File: config.mk
export PLATFORM = sky130hd
export DESIGN_NAME = quant_seq_flat
export DESIGN_NICKNAME = d
export VERILOG_FILES = /design/src/rtl/quant_seq_if.sv /design/src/rtl/quant_seq.sv /design/src/flat_wrapper.sv
export SDC_FILE = /design/constraint.sdc
export NUM_CORES = 1
export LEC_CHECK = 0
export BUFFER_PORTS_ARGS = -buffer_cell sky130_fd_sc_hd__buf_2
export CAP_MARGIN = 15
export CORE_AREA = 4 4 81 83
export CTS_CLUSTER_DIAMETER = 60
export DETAILED_ROUTE_END_ITERATION = 8
export DIE_AREA = 0 0 85 87
export PLACE_DENSITY_LB_ADDON = 0.08
export SLEW_MARGIN = 5
export SYNTH_ARGS = -nofsm -noshare
export SYNTH_HDL_FRONTEND = slang
export SYNTH_SLANG_ARGS = --single-unit
File: constraint.sdc
create_clock -name clk_i -period 3.2 [get_ports clk_i]
set_input_delay 0.8 -clock clk_i [delete_from_list [all_inputs] [get_ports clk_i]]
set_output_delay 0.8 -clock clk_i [all_outputs]
set_load 0.1 [all_outputs]
File: src/rtl/quant_seq_if.sv
// Bus bundle between the quantizer sequencer and its surroundings.
//  master : the sequencer (drives addresses, quantizer operands, write port, status)
//  slave  : the environment (coefficient buffer, Q-table RAM, quantizer, output buffer, control)
// Optional: QUANT_NZCNT_EN adds nz_cnt_o (nonzero-lane count of the written block).
interface quant_seq_if #(
  parameter int unsigned AW = 5
);
  logic          start_i;
  logic          busy_o;
  logic          done_o;
  logic [AW-1:0] cb_addr_o;
  logic [31:0]   cb_data_i;
  logic [AW-1:0] qt_addr_o;
  logic [31:0]   qt_data_i;
  logic [31:0]   qx_o;
  logic [31:0]   qrec_o;
  logic [31:0]   qres_i;
  logic          ob_we_o;
  logic [AW-1:0] ob_addr_o;
  logic [31:0]   ob_data_o;
`ifdef QUANT_NZCNT_EN
  logic [6:0]    nz_cnt_o;
`endif

  modport master (
`ifdef QUANT_NZCNT_EN
    output nz_cnt_o,
`endif
    input  start_i, cb_data_i, qt_data_i, qres_i,
    output busy_o, done_o, cb_addr_o, qt_addr_o, qx_o, qrec_o,
    output ob_we_o, ob_addr_o, ob_data_o
  );

  modport slave (
`ifdef QUANT_NZCNT_EN
    input  nz_cnt_o,
`endif
    output start_i, cb_data_i, qt_data_i, qres_i,
    input  busy_o, done_o, cb_addr_o, qt_addr_o, qx_o, qrec_o,
    input  ob_we_o, ob_addr_o, ob_data_o
  );
endinterface

File: src/rtl/quant_seq.sv
// Sequencer for the packed dual-lane quantizer datapath.
// On an accepted start it streams one block of NWORDS packed coefficient words and the
// matching reciprocal words into the quantizer, writes each result to the output buffer,
// and pulses done_o once the block is fully written.
// Ports:
//  clk_i  : system clock
//  rst_ni : asynchronous active-low reset
//  bus    : quant_seq_if.master (start/busy/done, coeff + Q-table reads, quantizer operands,
//           output buffer write port)
// Optional: QUANT_NZCNT_EN adds bus.nz_cnt_o, the count of nonzero 16b lanes written.
module quant_seq #(
  parameter int unsigned NWORDS = 32,
  parameter int unsigned AW     = 5
) (
  input  logic        clk_i,
  input  logic        rst_ni,
  quant_seq_if.master bus
);

  localparam logic [AW-1:0] LAST_ADDR = AW'(NWORDS - 1);

  typedef enum logic [1:0] {IDLE, RUN, DRAIN, DONE} state_t;

  state_t        state, state_nxt;
  logic          start_acc;
  logic          rd_last;
  logic [AW-1:0] rd_addr;
  logic [AW-1:0] wr_addr;
  logic          wr_valid;

  assign rd_last = (rd_addr == LAST_ADDR);

  // State register
  always_ff @(posedge clk_i or negedge rst_ni) begin
    if (!rst_ni) state <= IDLE;
    else         state <= state_nxt;
  end

  // Next-state logic; start is only honoured from IDLE
  always_comb begin
    state_nxt = state;
    start_acc = 1'b0;
    unique case (state)
      IDLE: begin
        if (bus.start_i) begin
          state_nxt = RUN;
          start_acc = 1'b1;
        end
      end
      RUN:     if (rd_last) state_nxt = DRAIN;
      DRAIN:   state_nxt = DONE;
      DONE:    state_nxt = IDLE;
      default: state_nxt = IDLE;
    endcase
  end

  // Read address counter plus one-cycle delayed write address/valid matching the RAM latency
  always_ff @(posedge clk_i or negedge rst_ni) begin
    if (!rst_ni) begin
      rd_addr  <= '0;
      wr_addr  <= '0;
      wr_valid <= 1'b0;
    end else begin
      if (start_acc)                      rd_addr <= '0;
      else if (state == RUN && !rd_last)  rd_addr <= rd_addr + AW'(1);
      wr_addr  <= rd_addr;
      wr_valid <= (state == RUN);
    end
  end

  assign bus.busy_o    = (state != IDLE);
  assign bus.done_o    = (state == DONE);
  assign bus.cb_addr_o = rd_addr;
  assign bus.qt_addr_o = rd_addr;
  assign bus.qx_o      = wr_valid ? bus.cb_data_i : 32'h0;
  assign bus.qrec_o    = wr_valid ? bus.qt_data_i : 32'h0;
  assign bus.ob_we_o   = wr_valid;
  assign bus.ob_addr_o = wr_addr;
  assign bus.ob_data_o = bus.qres_i;

`ifdef QUANT_NZCNT_EN
  logic [6:0] nz_cnt;
  logic [1:0] nz_inc;

  assign nz_inc = {1'b0, |bus.qres_i[31:16]} + {1'b0, |bus.qres_i[15:0]};

  // Nonzero lane count for the block being written; holds after done until the next start
  always_ff @(posedge clk_i or negedge rst_ni) begin
    if (!rst_ni)       nz_cnt <= '0;
    else if (start_acc) nz_cnt <= '0;
    else if (wr_valid)  nz_cnt <= nz_cnt + 7'(nz_inc);
  end

  assign bus.nz_cnt_o = nz_cnt;
`endif

endmodule

File: src/flat_wrapper.sv
// flat-port wrapper written by rule: the top's interface ports become plain ports
module quant_seq_flat 
#(
  parameter int unsigned NWORDS = 32,
  parameter int unsigned AW     = 5
)
  (clk_i, rst_ni, bus_start_i, bus_cb_data_i, bus_qt_data_i, bus_qres_i, bus_busy_o, bus_done_o, bus_cb_addr_o, bus_qt_addr_o, bus_qx_o, bus_qrec_o, bus_ob_we_o, bus_ob_addr_o, bus_ob_data_o);
  quant_seq_if #(.AW(AW)) bus_i ();
  input  logic clk_i;
  input  logic rst_ni;
  input wire logic [$bits(bus_i.start_i)-1:0] bus_start_i;
  input wire logic [$bits(bus_i.cb_data_i)-1:0] bus_cb_data_i;
  input wire logic [$bits(bus_i.qt_data_i)-1:0] bus_qt_data_i;
  input wire logic [$bits(bus_i.qres_i)-1:0] bus_qres_i;
  output wire logic [$bits(bus_i.busy_o)-1:0] bus_busy_o;
  output wire logic [$bits(bus_i.done_o)-1:0] bus_done_o;
  output wire logic [$bits(bus_i.cb_addr_o)-1:0] bus_cb_addr_o;
  output wire logic [$bits(bus_i.qt_addr_o)-1:0] bus_qt_addr_o;
  output wire logic [$bits(bus_i.qx_o)-1:0] bus_qx_o;
  output wire logic [$bits(bus_i.qrec_o)-1:0] bus_qrec_o;
  output wire logic [$bits(bus_i.ob_we_o)-1:0] bus_ob_we_o;
  output wire logic [$bits(bus_i.ob_addr_o)-1:0] bus_ob_addr_o;
  output wire logic [$bits(bus_i.ob_data_o)-1:0] bus_ob_data_o;
  assign bus_i.start_i = bus_start_i;
  assign bus_i.cb_data_i = bus_cb_data_i;
  assign bus_i.qt_data_i = bus_qt_data_i;
  assign bus_i.qres_i = bus_qres_i;
  assign bus_busy_o = bus_i.busy_o;
  assign bus_done_o = bus_i.done_o;
  assign bus_cb_addr_o = bus_i.cb_addr_o;
  assign bus_qt_addr_o = bus_i.qt_addr_o;
  assign bus_qx_o = bus_i.qx_o;
  assign bus_qrec_o = bus_i.qrec_o;
  assign bus_ob_we_o = bus_i.ob_we_o;
  assign bus_ob_addr_o = bus_i.ob_addr_o;
  assign bus_ob_data_o = bus_i.ob_data_o;
  quant_seq #(.NWORDS(NWORDS), .AW(AW)) u_core (.clk_i(clk_i), .rst_ni(rst_ni), .bus(bus_i));
endmodule
======== Word level (Yosys, flattened, before mapping) ========
Cells that the tools add are included.
Widths: inputs -> output; s select.
operators by class
  add/sub/neg operators ................... 1
  eq/ne operators ......................... 6
  mux-type cells .......................... 9
  reduce and logical (&&, ||, !) cells .... 6
operators with widths
  cell                 count
  $mux 32              2
  $mux 5               2
  $pmux 2 s4           1
  $add 5x1->5 const B  1
  $eq 5x5->1 const B   1
  $eq 2x2->1 const B   2
  $mux 2               2
  $reduce_bool 2->1    2
  $eq 2x1->1 const B   1
  $logic_not 2->1      1
  $mux 1               2
  $ne 2x1->1 const B   1
  $ne 2x2->1 const B   1
  $reduce_and 2->1     1
  $logic_and 1x1->1    1
  $logic_not 1->1      1
word-level totals
  output and inout port bits .............. 114
  bits of input ports ..................... 99
  register bits ........................... 13
  word-level logic and storage cells ...... 26

======== Depth between registers and ports, before layout ========
  depth in word-level cells ............... 5
  gate-level depth with buffers ........... 7
  gate-level depth less buffers ........... 6

======== Worst setup path after synthesis ========
OpenSTA, ideal clock, no wires.
  path type ............................... flip-flop to output port
  start point ............................. register u_core.wr_valid, in the netlist u_core.bus.ob_we_o
  end point ............................... output port bus_qrec_o[10]
  arrival ................................. 2.042 ns
  cell stages (with the launch flop) ...... 3
  data required time ...................... 2.400 ns
  buffers on the path ..................... 1
  slack ................................... 0.358 ns
  cell sequence ........................... dfrtp_1 > clkbuf_1 > and2_1
between the ends
  longest elaborated chain between the ends .. 1
ends and longest elaborated chain
  what                    line                source
  from (decl)             quant_seq.sv:29     logic wr_valid;
  from (signal assigned)  quant_seq.sv:67     wr_valid <= (state == RUN);
  $mux 32                 quant_seq.sv:76     assign bus.qrec_o = wr_valid ? bus.qt_data_i : 32'h0;
  to (decl)               flat_wrapper.sv:20  output wire logic [$bits(bus_i.qrec_o)-1:0] bus_qrec_o;
Every way passes these cells.

======== Final worst setup path ========
  start point ............................. register u_core.wr_valid, in the netlist u_core.bus.ob_we_o
  end point ............................... output port bus_qrec_o[30]
The elaborated chain is that of the path after synthesis.

==> out/metrics.yaml <==
synth:
  yosysSeqAreaShare: 0.255
  synth_nets: 257
  syn_inst: 151
  yosysWarnings: 0
  synth-seq-cells: 13
  ys_types: 19
  syn_avg_cell_area_um2: 8.45
  syn_area_um2: 1280
floorplanning:
  initial_utilization: 0.218
  fp.coreArea_um2: 5850
  io_pins: 213
  die_h_um: 87
  die_area_um2: 7400
  rows: 28
  die_w_um: 85
grt:
  grt_usage: 0.122
  grt_pass1_wl_um: 7090
  first_global_vias: 1293
  grt_max_degree: 66
  grt-ovfl-total: 0
  antenna_found_initial: 0
timing:
  drv_slew: 0
  rsz0062_at_grt: "no"
  skew_ns: 0.000557
  finalCritPeriodShare: 0.750
  setup_slack_ns: 0.799
  slew_headroom: 0.648
  tightestPinTransition_ns: 0.531
  tns_ns: 0
  period_minus_slack_ns: 2.40
  hold_viol: 0
  setup_viol: 0
  max_freq_mhz: 416
routing:
  firstDrtPassIters: 3
  num_vias: 1273
  drt_iter0_drc: 11
  ant_nets: 0
  drc: 0
  viasPerCell: 3.80
  drt-wirelength-per-cell_um: 14.6
  drt_wl_total_um: 4890
placed_design:
  gp_congestion: 0.812
  placedCellCount: 331
  io_buffers: 148
  pre_cts_slack_ns: 0.946
  place_hpwl_um: 4090
setup_path:
  slowest_delay_ns: 0.45
  rrSetupSlack_ns: 1.38
  crit_chain: "buf_4 -> and2_1 -> buf_2"
  cp_slowest_cell: "buf_2"
  required_ns: 2.40
  startpoint_type: "flop"
  crit_path_end_kind: "primary output"
  crit_fanout: 65
  cp_data_arrival_time_ns: 1.60
  critical_path_class: "reg2out"
clock_tree:
  ctsHtreeMaxLevel: 1
  cts_sinks: 13
  clockRootBuffer: "clkbuf_8"
  cts_tree: "yes"
  postCtsSetupBuffers: 0
  cts_buffer_depth: 2
  insertion_delay_ns: 0.24
  cts_buffers: 3
  cts_resized: 0
  postCtsHoldBufs: 0
  cts.clk_slew.worst_paths_ns: 0.06
layout:
  utilization: 0.317
  n_antenna_cell: 0
  fin_nets: 367
  drive_gt1_frac: 0.588
  area_delta_synth_final_pct: 45.1
  final_cells: 335
outcome:
  status: "complete, no violations"
job:
  cap_violations: 0
worst_hold_path:
  min_path_type: "in2async"
==> synthesized netlist by cell type, drive strengths merged <==
cell type   n  area (µm²)
mux2        1        11.3
and2       65         407
xor2        2        17.5
nand2b      1        13.8
buf        38         289
or3         1        6.26
dfrtp      13         325
o21ai       1        5.00
ha          7        87.6
nand3       1        5.00
nand3b      1        7.51
inv         3        11.3
o21a        1        7.51
clkbuf      6        22.5
nor2        5        18.8
and3        1        6.26
a21oi       1        5.00
mux2i       3        30.0
==> registers in the layout, indices dropped and copies added, names as in the netlist <==
name / cells
u_core.bus.ob_we_o: 1
u_core.state: 2
u_core.bus.ob_addr_o: 5
u_core.bus.cb_addr_o: 5
==> critical path, delay by kind of cell, from the launching register on <==
| family | cells | cell delay, ns |
|---|---|---|
| buf+inv | 2 | 0.83 |
| simple gates | 1 | 0.19 |
| flops | 1 | 0.32 |
==> worst paths after layout <==
kind / startpoint / end / cells after the start
worst max-delay path: u_core.bus.ob_we_o / bus_qrec_o[30] / 3
worst min-delay path: rst_ni / u_core.bus.cb_addr_o[0] / 1
worst max register to register: u_core.bus.cb_addr_o[0] / u_core.state[1] / 6
worst min register to register: u_core.bus.cb_addr_o[1] / u_core.bus.ob_addr_o[1] / 0
max in group asynchronous: rst_ni / u_core.state[0] / 1
min in group clk_i: u_core.bus.cb_addr_o[1] / u_core.bus.ob_addr_o[1] / 0
==> metrics by stage <==
stage               cell area [µm²]  hold WS [ns]
floorplan                      1280         0.504
global placement               1810         0.463
detailed placement             1810         0.466
CTS                            1850         0.452
global route                   1850         0.459
finish                         1850         0.442
==> cells by family after synthesis <==
family,synth area share
XOR/XNOR,0.0137
adder cells (fa/ha/maj),0.0686
multiplexers,0.0324
AO/OA/AOI/OAI,0.0137
flip-flops,0.255
AND/OR/NAND/NOR,0.364
buffers and inverters,0.253
==> layout by cell type, fill, tap and decap left out, types with 2 or more instances in the layout <==
cell	n
buf_2	148
ha_1	7
and2_1	65
clkbuf_8	3
mux2i_1	3
xor2_1	2
nor2_1	5
dfrtp_1	13
inv_1	3
==> cell type report <==
class | instances | area (µm²)
clock buffer | 4 | 45.0
fill | 664 | 4000
inverter | 3 | 11.3
multi-input combinational | 91 | 628
sequential | 13 | 325
tap | 75 | 93.8
timing repair buffer | 149 | 748
==> per-layer routing <==
layer  routed length [µm]  track usage  vias up
met5                    0            0        -
li1                     -            -      642
met4                   11       0.0216        0
met3                  583       0.0530        2
met2                 2400        0.203      100
met1                 1900        0.147      529
Power is left out: the tool's default activity adds up to more than one toggle a clock period on the data nets, which glitch-free logic cannot reach.
